File: src/rtl/jtag_reg_ctrl.sv
// jtag_reg_ctrl
//   Command controller behind JTAG user chain 1. Owns the chain's shift
//   register and decodes each updated word {op, addr, data} as NOP, WRITE,
//   READ or STATUS. WRITE/READ are issued on a req/ack register-bank bus in
//   the JTCK domain. Read data and status are returned on the next capture.
//
// Ports
//   JTCK, JRSTN          clock (rising edge), async active-low reset
//   JTDI, JTD1           serial in / serial out (sr[0])
//   JSHIFT, JUPDATE,     shift-DR qualifier, update-DR pulse,
//   JCE1                 chain-1 enable
//   bus_req/we/addr/     request held until ack or timeout, with
//   wdata                direction, address and write data
//   bus_rdata, bus_ack   read data sampled with single-cycle ack
//   busy                 transaction outstanding
//   err                  sticky flags: [0] timeout, [1] overrun
module jtag_reg_ctrl #(
  parameter int unsigned ADDR_W  = 6,
  parameter int unsigned DATA_W  = 24,
  parameter int unsigned TIMEOUT = 255
) (
  input  logic              JTCK,
  input  logic              JRSTN,
  input  logic              JTDI,
  input  logic              JSHIFT,
  input  logic              JUPDATE,
  input  logic              JCE1,
  output logic              JTD1,
  output logic              bus_req,
  output logic              bus_we,
  output logic [ADDR_W-1:0] bus_addr,
  output logic [DATA_W-1:0] bus_wdata,
  input  logic [DATA_W-1:0] bus_rdata,
  input  logic              bus_ack,
  output logic              busy,
  output logic [1:0]        err
);

  localparam int unsigned SR_W = 2 + ADDR_W + DATA_W;
  localparam logic [15:0] TIMEOUT_LAST = 16'(TIMEOUT - 1);

  typedef enum logic {
    IDLE,
    REQ
  } state_t;

  typedef enum logic [1:0] {
    OP_NOP    = 2'b00,
    OP_WRITE  = 2'b01,
    OP_READ   = 2'b10,
    OP_STATUS = 2'b11
  } op_t;

  state_t            state_q, state_d;
  logic [SR_W-1:0]   sr_q;
  logic [15:0]       cnt_q;
  logic [DATA_W-1:0] rdata_q;
  logic [1:0]        err_q;
  logic              we_q;
  logic [ADDR_W-1:0] addr_q;
  logic [DATA_W-1:0] wdata_q;

  op_t               op;
  logic [ADDR_W-1:0] cmd_addr;
  logic [DATA_W-1:0] cmd_data;
  logic              start;
  logic              timeout_hit;
  logic              in_req;

  assign op       = op_t'(sr_q[SR_W-1 -: 2]);
  assign cmd_addr = sr_q[DATA_W +: ADDR_W];
  assign cmd_data = sr_q[DATA_W-1:0];
  assign in_req   = (state_q == REQ);

  always_comb begin
    state_d     = state_q;
    start       = 1'b0;
    timeout_hit = 1'b0;
    unique case (state_q)
      IDLE: begin
        if (JUPDATE && (op == OP_WRITE || op == OP_READ)) begin
          start   = 1'b1;
          state_d = REQ;
        end
      end
      REQ: begin
        // An ack in the final counted cycle takes priority over the timeout.
        if (bus_ack) begin
          state_d = IDLE;
        end else if (cnt_q == TIMEOUT_LAST) begin
          state_d     = IDLE;
          timeout_hit = 1'b1;
        end
      end
      default: state_d = IDLE;
    endcase
  end

  always_ff @(posedge JTCK or negedge JRSTN) begin
    if (!JRSTN) state_q <= IDLE;
    else        state_q <= state_d;
  end

  always_ff @(posedge JTCK or negedge JRSTN) begin
    if (!JRSTN) begin
      sr_q    <= '0;
      cnt_q   <= '0;
      rdata_q <= '0;
      err_q   <= '0;
      we_q    <= 1'b0;
      addr_q  <= '0;
      wdata_q <= '0;
    end else begin
      if (JCE1 && JSHIFT)
        sr_q <= {JTDI, sr_q[SR_W-1:1]};
      else if (JCE1)
        sr_q <= {in_req, |err_q, addr_q, rdata_q};

      if (start) begin
        we_q    <= (op == OP_WRITE);
        addr_q  <= cmd_addr;
        wdata_q <= cmd_data;
        cnt_q   <= '0;
      end else if (in_req) begin
        cnt_q <= cnt_q + 16'd1;
      end

      if (in_req && bus_ack && !we_q)
        rdata_q <= bus_rdata;
      else if (timeout_hit)
        rdata_q <= '1;

      if (!in_req && JUPDATE && op == OP_STATUS) begin
        err_q <= '0;
      end else begin
        if (timeout_hit)
          err_q[0] <= 1'b1;
        if (in_req && JUPDATE)
          err_q[1] <= 1'b1;
      end
    end
  end

  assign JTD1      = sr_q[0];
  assign bus_req   = in_req;
  assign busy      = in_req;
  assign bus_we    = we_q;
  assign bus_addr  = addr_q;
  assign bus_wdata = wdata_q;
  assign err       = err_q;

endmodule
File: config.mk
export PLATFORM = sky130hd
export DESIGN_NAME = jtag_reg_ctrl
export DESIGN_NICKNAME = d
export VERILOG_FILES = /design/src/rtl/jtag_reg_ctrl.sv
export SDC_FILE = /design/constraint.sdc
export NUM_CORES = 1
export LEC_CHECK = 0
export CELL_PAD_IN_SITES_DETAIL_PLACEMENT = 0
export CELL_PAD_IN_SITES_GLOBAL_PLACEMENT = 1
export CORE_ASPECT_RATIO = 1.5
export CORE_UTILIZATION = 38
export CTS_CLUSTER_SIZE = 28
export DETAILED_ROUTE_END_ITERATION = 6
export GPL_TIMING_DRIVEN = 0
export PLACE_DENSITY_LB_ADDON = 0.12
export SYNTH_ARGS = -nofsm -noshare
export SYNTH_HDL_FRONTEND = slang
export SYNTH_SLANG_ARGS = --single-unit
File: constraint.sdc
create_clock -name JTCK -period 1.8 [get_ports JTCK]
set_clock_uncertainty 0.1 [all_clocks]
set_input_delay 0.36 -clock JTCK [delete_from_list [all_inputs] [get_ports JTCK]]
set_output_delay 0.36 -clock JTCK [all_outputs]
set_load 0.005 [all_outputs]
Word-level counts from Yosys, hierarchy flattened
Index checks and enable logic that the tools add are counted.
{"block": "totals", "out_inout_bits": 36, "regBits": 106}
{"block": "op_classes", "n_eq_ne": 4, "mux": 17, "add_sub_neg": 1, "bitwise_logic": 1, "reduce_logical": 16}
{"cell": "$mux 32", "n": 2}
{"cell": "$mux 24", "n": 2}
{"cell": "$mux 16", "n": 2}
{"cell": "$add 16x1->16 const B", "n": 1}
{"cell": "$eq 16x8->1 const B", "n": 1}
{"cell": "$reduce_bool 2->1", "n": 5}
{"cell": "$mux 1", "n": 9}
{"cell": "$logic_and 1x1->1", "n": 7}
{"cell": "$eq 2x2->1 const B", "n": 2}
{"cell": "$eq 2x1->1 const B", "n": 1}
{"cell": "$logic_not 1->1", "n": 2}
{"cell": "$mux 2", "n": 1}
{"cell": "$pmux 1 s2", "n": 1}
{"cell": "$reduce_or 2->1", "n": 1}
{"cell": "$logic_or 1x1->1", "n": 1}
{"cell": "$not 1->1", "n": 1}

Longest topological paths before layout
Gate-level depths: netlist of run 1.
{"block": "logic_depth", "word_depth": 6, "mapped_depth": 8, "ltp_nobuf": 6}

Worst setup path before layout of run 1
Ideal clock, no wire load.
{"block": "synth_timing", "path_kind": "reg-to-reg", "from": "register sr_q[30]", "to": "register cnt_q[6]", "setup_time_ns": 0.129, "stages_incl_launch_ff": 8, "arrival_time_ns": 1.455, "slack_ns": 0.115, "path_buffers": 2, "cell_sequence": "dfrtp_1 ha_1 nand2b_1 nand2b_1 buf_2 buf_2 o211ai_1 o31ai_1"}
{"block": "synth_between", "elab_chain_cells": 6}
{"item": "start, declared", "line_no": "55", "source": "logic [SR_W-1:0] sr_q;"}
{"item": "start signal, assigned", "line_no": "115", "source": "sr_q <= {JTDI, sr_q[SR_W-1:1]};"}
{"item": "start signal, assigned", "line_no": "117", "source": "sr_q <= {in_req, |err_q, addr_q, rdata_q};"}
{"item": "$eq 2x1->1 / $eq 2x2->1 (equally long branches)", "line_no": "81", "source": "if (JUPDATE && (op == OP_WRITE || op == OP_READ)) begin"}
{"item": "$logic_or 1x1->1 *", "line_no": "81"}
{"item": "$logic_and 1x1->1 *", "line_no": "81"}
{"item": "$mux 1 *", "line_no": "81"}
{"item": "$mux 1 *", "line_no": "79", "source": "unique case (state_q)"}
{"item": "$mux 16 / $reduce_bool 2->1 (equally long branches)"}
{"item": "end signal, assigned", "line_no": "125", "source": "cnt_q <= cnt_q + 16'd1;"}
{"item": "end, declared", "line_no": "56", "source": "logic [15:0] cnt_q;"}
Mark *: on every way between the ends. The rest lies on a longest branch, timed or not.
A chain may end at the register's enable or synchronous reset.

Final worst setup path of run 1
{"block": "layout_timing", "from": "register state_q, in the netlist bus_req", "to": "output port bus_req"}
{"item": "start, declared", "line_no": "54", "source": "state_t state_q, state_d;"}
{"item": "start signal, assigned", "line_no": "101", "source": "else state_q <= state_d;"}
{"item": "end, declared", "line_no": "29", "source": "output logic bus_req,"}
No word-level cell between the ends.

==> flow_metrics.py, run 1 <==
metrics = {
    "status": {
        "outcome": "finished, final reports clean",
    },
    "sta": {
        "post-route-period-util_pct": 97.0,
        "fmax_mhz": 573,
        "drv_slew": 0,
        "worst_slew_pin_slew_ns": 0.589,
        "setup_viol_count_final": 0,
        "min_period_ns": 1.75,
        "hold_viol_final": 0,
        "slew_headroom_pct": 60.7,
    },
    "floorplanning": {
        "dieArea_um2": 12500,
        "initial_core_util_pct": 39.4,
        "placement_rows": 48,
        "die_y_um": 137,
        "io_pins": 67,
        "core_area_um2": 11700,
        "die_x_um": 91.7,
    },
    "setup_path": {
        "path_max_fanout": 4,
        "crit_chain": "clkdlybuf4s50_1",
        "rrSetupSlack_ns": 0.10,
        "r2r_end": "cnt_q[6]$_DFFE_PN0P_",
        "reg2reg_from": "sr_q[31]$_DFFE_PN0P_",
        "cp_slowest_stage_delay_ns": 0.53,
        "path_class": "register to primary output",
        "cp_data_arrival_time_ns": 1.29,
        "path_buf_inv": 1,
        "worstPathRequired_ns": 1.34,
        "critPathCaptureType": "primary output",
        "path_delay_family": "buffers and inverters",
        "r2r_cells": 8,
        "start_kind": "register",
        "crit_slowest_cell": "clkdlybuf4s50_1",
    },
    "cts": {
        "insertion_delay_ns": 0.34,
        "cts-buffers-inserted": 9,
        "clockBufferDepth": 2,
        "cts_root_buffer": "clkbuf_16",
        "cts_sinks": 106,
        "h-tree-depth": 3,
        "cts_tree": "yes",
        "clkSlewWorstSetupHoldPaths_ns": 0.07,
    },
    "yosys": {
        "async_flop_share_pct": 100,
        "synth.most_common_cell": "nand2_1",
        "synth_edf_count": 0,
        "netlist_instances": 474,
        "synth.area.top_cells": "dfrtp_1 58%, nand2_1 13%, mux2i_1 8.1%",
        "synth_top_area_share_pct": 57.8,
        "synthTopCellsByCount": "158 x nand2_1, 106 x dfrtp_1, 37 x mux2i_1, 35 x nor2_1, 32 x a21oi_1",
        "ys_ff_latch": 106,
        "avgSynthCellArea_um2": 9.68,
        "synth_ff_type": "dfrtp_1",
        "syn_area_um2": 4590,
        "yosysUniqueCellTypes": 30,
        "syn_nets": 509,
        "ys_seq_area_share_pct": 57.8,
        "ys_warn_count": 0,
        "synth_top_area_cell": "dfrtp_1",
    },
    "min_path": {
        "hold_path.class": "input pin to register",
        "hold_depth": 3,
        "hold_start": "JCE1",
        "hold_end": "sr_q[1]$_DFFE_PN0P_",
    },
    "drt": {
        "vias": 3474,
        "dr.pass1.iters": 4,
        "via_per_inst": 4.90,
        "wl_per_cell_um": 14.7,
        "totalWireLength_um": 10400,
        "drt_iter0_markers": 144,
        "route.detailed.drc": 0,
        "ant_nets": 0,
    },
    "global_route": {
        "track_usage_pct": 18.1,
        "first_global_vias": 3561,
        "grt_max_degree": 65,
        "grt_pass1_wl_um": 17600,
        "antenna_found_initial": 0,
        "grt_remaining_overflow": 0,
    },
    "layout": {
        "drive_gt1_share_pct": 9.66,
        "num_antenna_cells": 0,
        "syn2layout_area_growth_pct": 26.4,
        "num-nets-final": 590,
        "fillers": 1161,
        "final_cells": 709,
        "final_cell_area_um2": 5800,
    },
    "run": {
        "max-cap-violations": 0,
    },
    "power": {
        "vdd_drop_max_uv": 566,
        "p_leak_nw": 2.82,
        "power.density_nw_per_um2": 1450,
    },
    "placed_design": {
        "place_hpwl_um": 7370,
        "postPlaceCellArea_um2": 5440,
        "routabilityCongestion": 0.730,
        "numPortBuffers": 64,
        "place_inst": 689,
    },
}
[through the flow]
| stage | TNS, ns | utilization [%] | hold slack (ns) | setup WS [ns] | power, mW |
|---|---|---|---|---|---|
| 5_1_grt | -0.000833 | 49.8 | 0.348 | -0.000833 | 9.06 |
| 3_3_place_gp | -429.78 | 46.5 | 0.360 | -3.91 | 6.51 |
| 3_5_place_dp | -16.43 | 46.7 | 0.304 | -0.384 | 6.60 |
| 2_1_floorplan | 0 | - | -0.0356 | 0.115 | 5.22 |
| 6_report | 0 | 49.8 | 0.329 | 0.0543 | 8.41 |
| 4_1_cts | 0 | 49.4 | 0.336 | 0.00470 | 8.51 |
[what timing repair did]
item / CTS / global route
hold buffers: 1 / 0
setup buffers: 1 / 4
endpoints found under the setup margin: 62 / 58
pin swaps: 1 / 1
resized for setup: 10 / 12
hold endpoints to repair: 42 / 0
[cell families (layout without fill, tap and decap cells)]
logic type,count (synthesis),after routing,synth area share (%)
compound gates,48,48,6.14
xor+xnor,1,1,0.191
fa+ha+maj,4,4,1.09
buf+inv,32,117,3.71
flops,106,106,57.8
mux,38,38,8.32
simple gates,245,245,22.7
[placed cells by master, fill, tap and decap left out, types with 5 or more instances in the layout]
cell type,count
clkbuf_16,9
a21oi_1,32
o31ai_1,5
nand3_1,30
nand2_1,158
buf_4,12
mux2i_1,37
dfrtp_1,105
clkbuf_1,10
o21ai_0,6
clkdlybuf4s50_1,63
nor2_1,33
buf_6,5
buf_2,6
[registers in the layout (all words and copies together) (netlist names)]
signal / cells
cnt_q: 16
rdata_q: 24
sr_q: 32
bus_wdata: 24
err: 2
bus_we: 1
bus_addr: 6
bus_req: 1
[power breakdown]
part	total [mW]	switching [mW]	internal (mW)
clock network	1.83	0.831	1.00
logic	2.74	1.26	1.48
registers	3.85	0.589	3.26
[worst max-delay path by stage]
| stage | from | to | slack [ns] | depth (start not counted) |
|---|---|---|---|---|
| floorplan | sr_q[30]$_DFFE_PN0P_ | cnt_q[6]$_DFFE_PN0P_ | 0.12 | 7 |
| global placement | JRSTN | bus_wdata[12]$_DFFE_PN0P_ | -3.91 | 1 |
| detailed placement | JUPDATE | bus_wdata[16]$_DFFE_PN0P_ | -0.38 | 6 |
| CTS | sr_q[31]$_DFFE_PN0P_ | bus_req$_DFF_PN0_ | 0.005 | 7 |
| global route | sr_q[31]$_DFFE_PN0P_ | cnt_q[8]$_DFFE_PN0P_ | -0.0008 | 8 |
| finish | bus_req$_DFF_PN0_ | bus_req | 0.05 | 1 |
[worst reg2reg max path, cell delays in order, from the launching register on]
cell	delay [ns]
dfrtp_1	0.38
inv_1	0.08
ha_1	0.23
nand2b_4	0.16
nand2b_1	0.14
buf_4	0.17
buf_6	0.16
o211ai_1	0.08
o31ai_1	0.09
[area by class of cell]
cell class,count,area (um^2),share of cell area [%]
Multi-Input combinational cell,336,1780,30.8
Inverter,3,11.3,0.194
Timing Repair Buffer,71,713,12.3
Sequential cell,106,2650,45.8
Tap cell,150,188,3.24
Clock buffer,12,256,4.42
Clock inverter,3,15.0,0.259
Buffer,28,178,3.06
[layer usage]
layer	up-vias	global-route usage, %	wire [um]
met5	-	0	0
met3	12	2.44	282
li1	1728	-	-
met2	58	31.4	5270
met4	0	7.55	192
met1	1676	22.8	4650
Note: power is estimated with default switching activity, not from simulation.
==> run 2, diff against run 1 <==
--- a/config.mk
+++ b/config.mk
@@ -9,6 +9,7 @@
 export CELL_PAD_IN_SITES_GLOBAL_PLACEMENT = 1
 export CORE_ASPECT_RATIO = 1.5
 export CORE_UTILIZATION = 38
+export CTS_CLUSTER_DIAMETER = 100
 export CTS_CLUSTER_SIZE = 28
 export DETAILED_ROUTE_END_ITERATION = 6
 export GPL_TIMING_DRIVEN = 0
==> results of run 2 <==
Same layout as run 1: the final DEF is identical, and so are final timing and power.
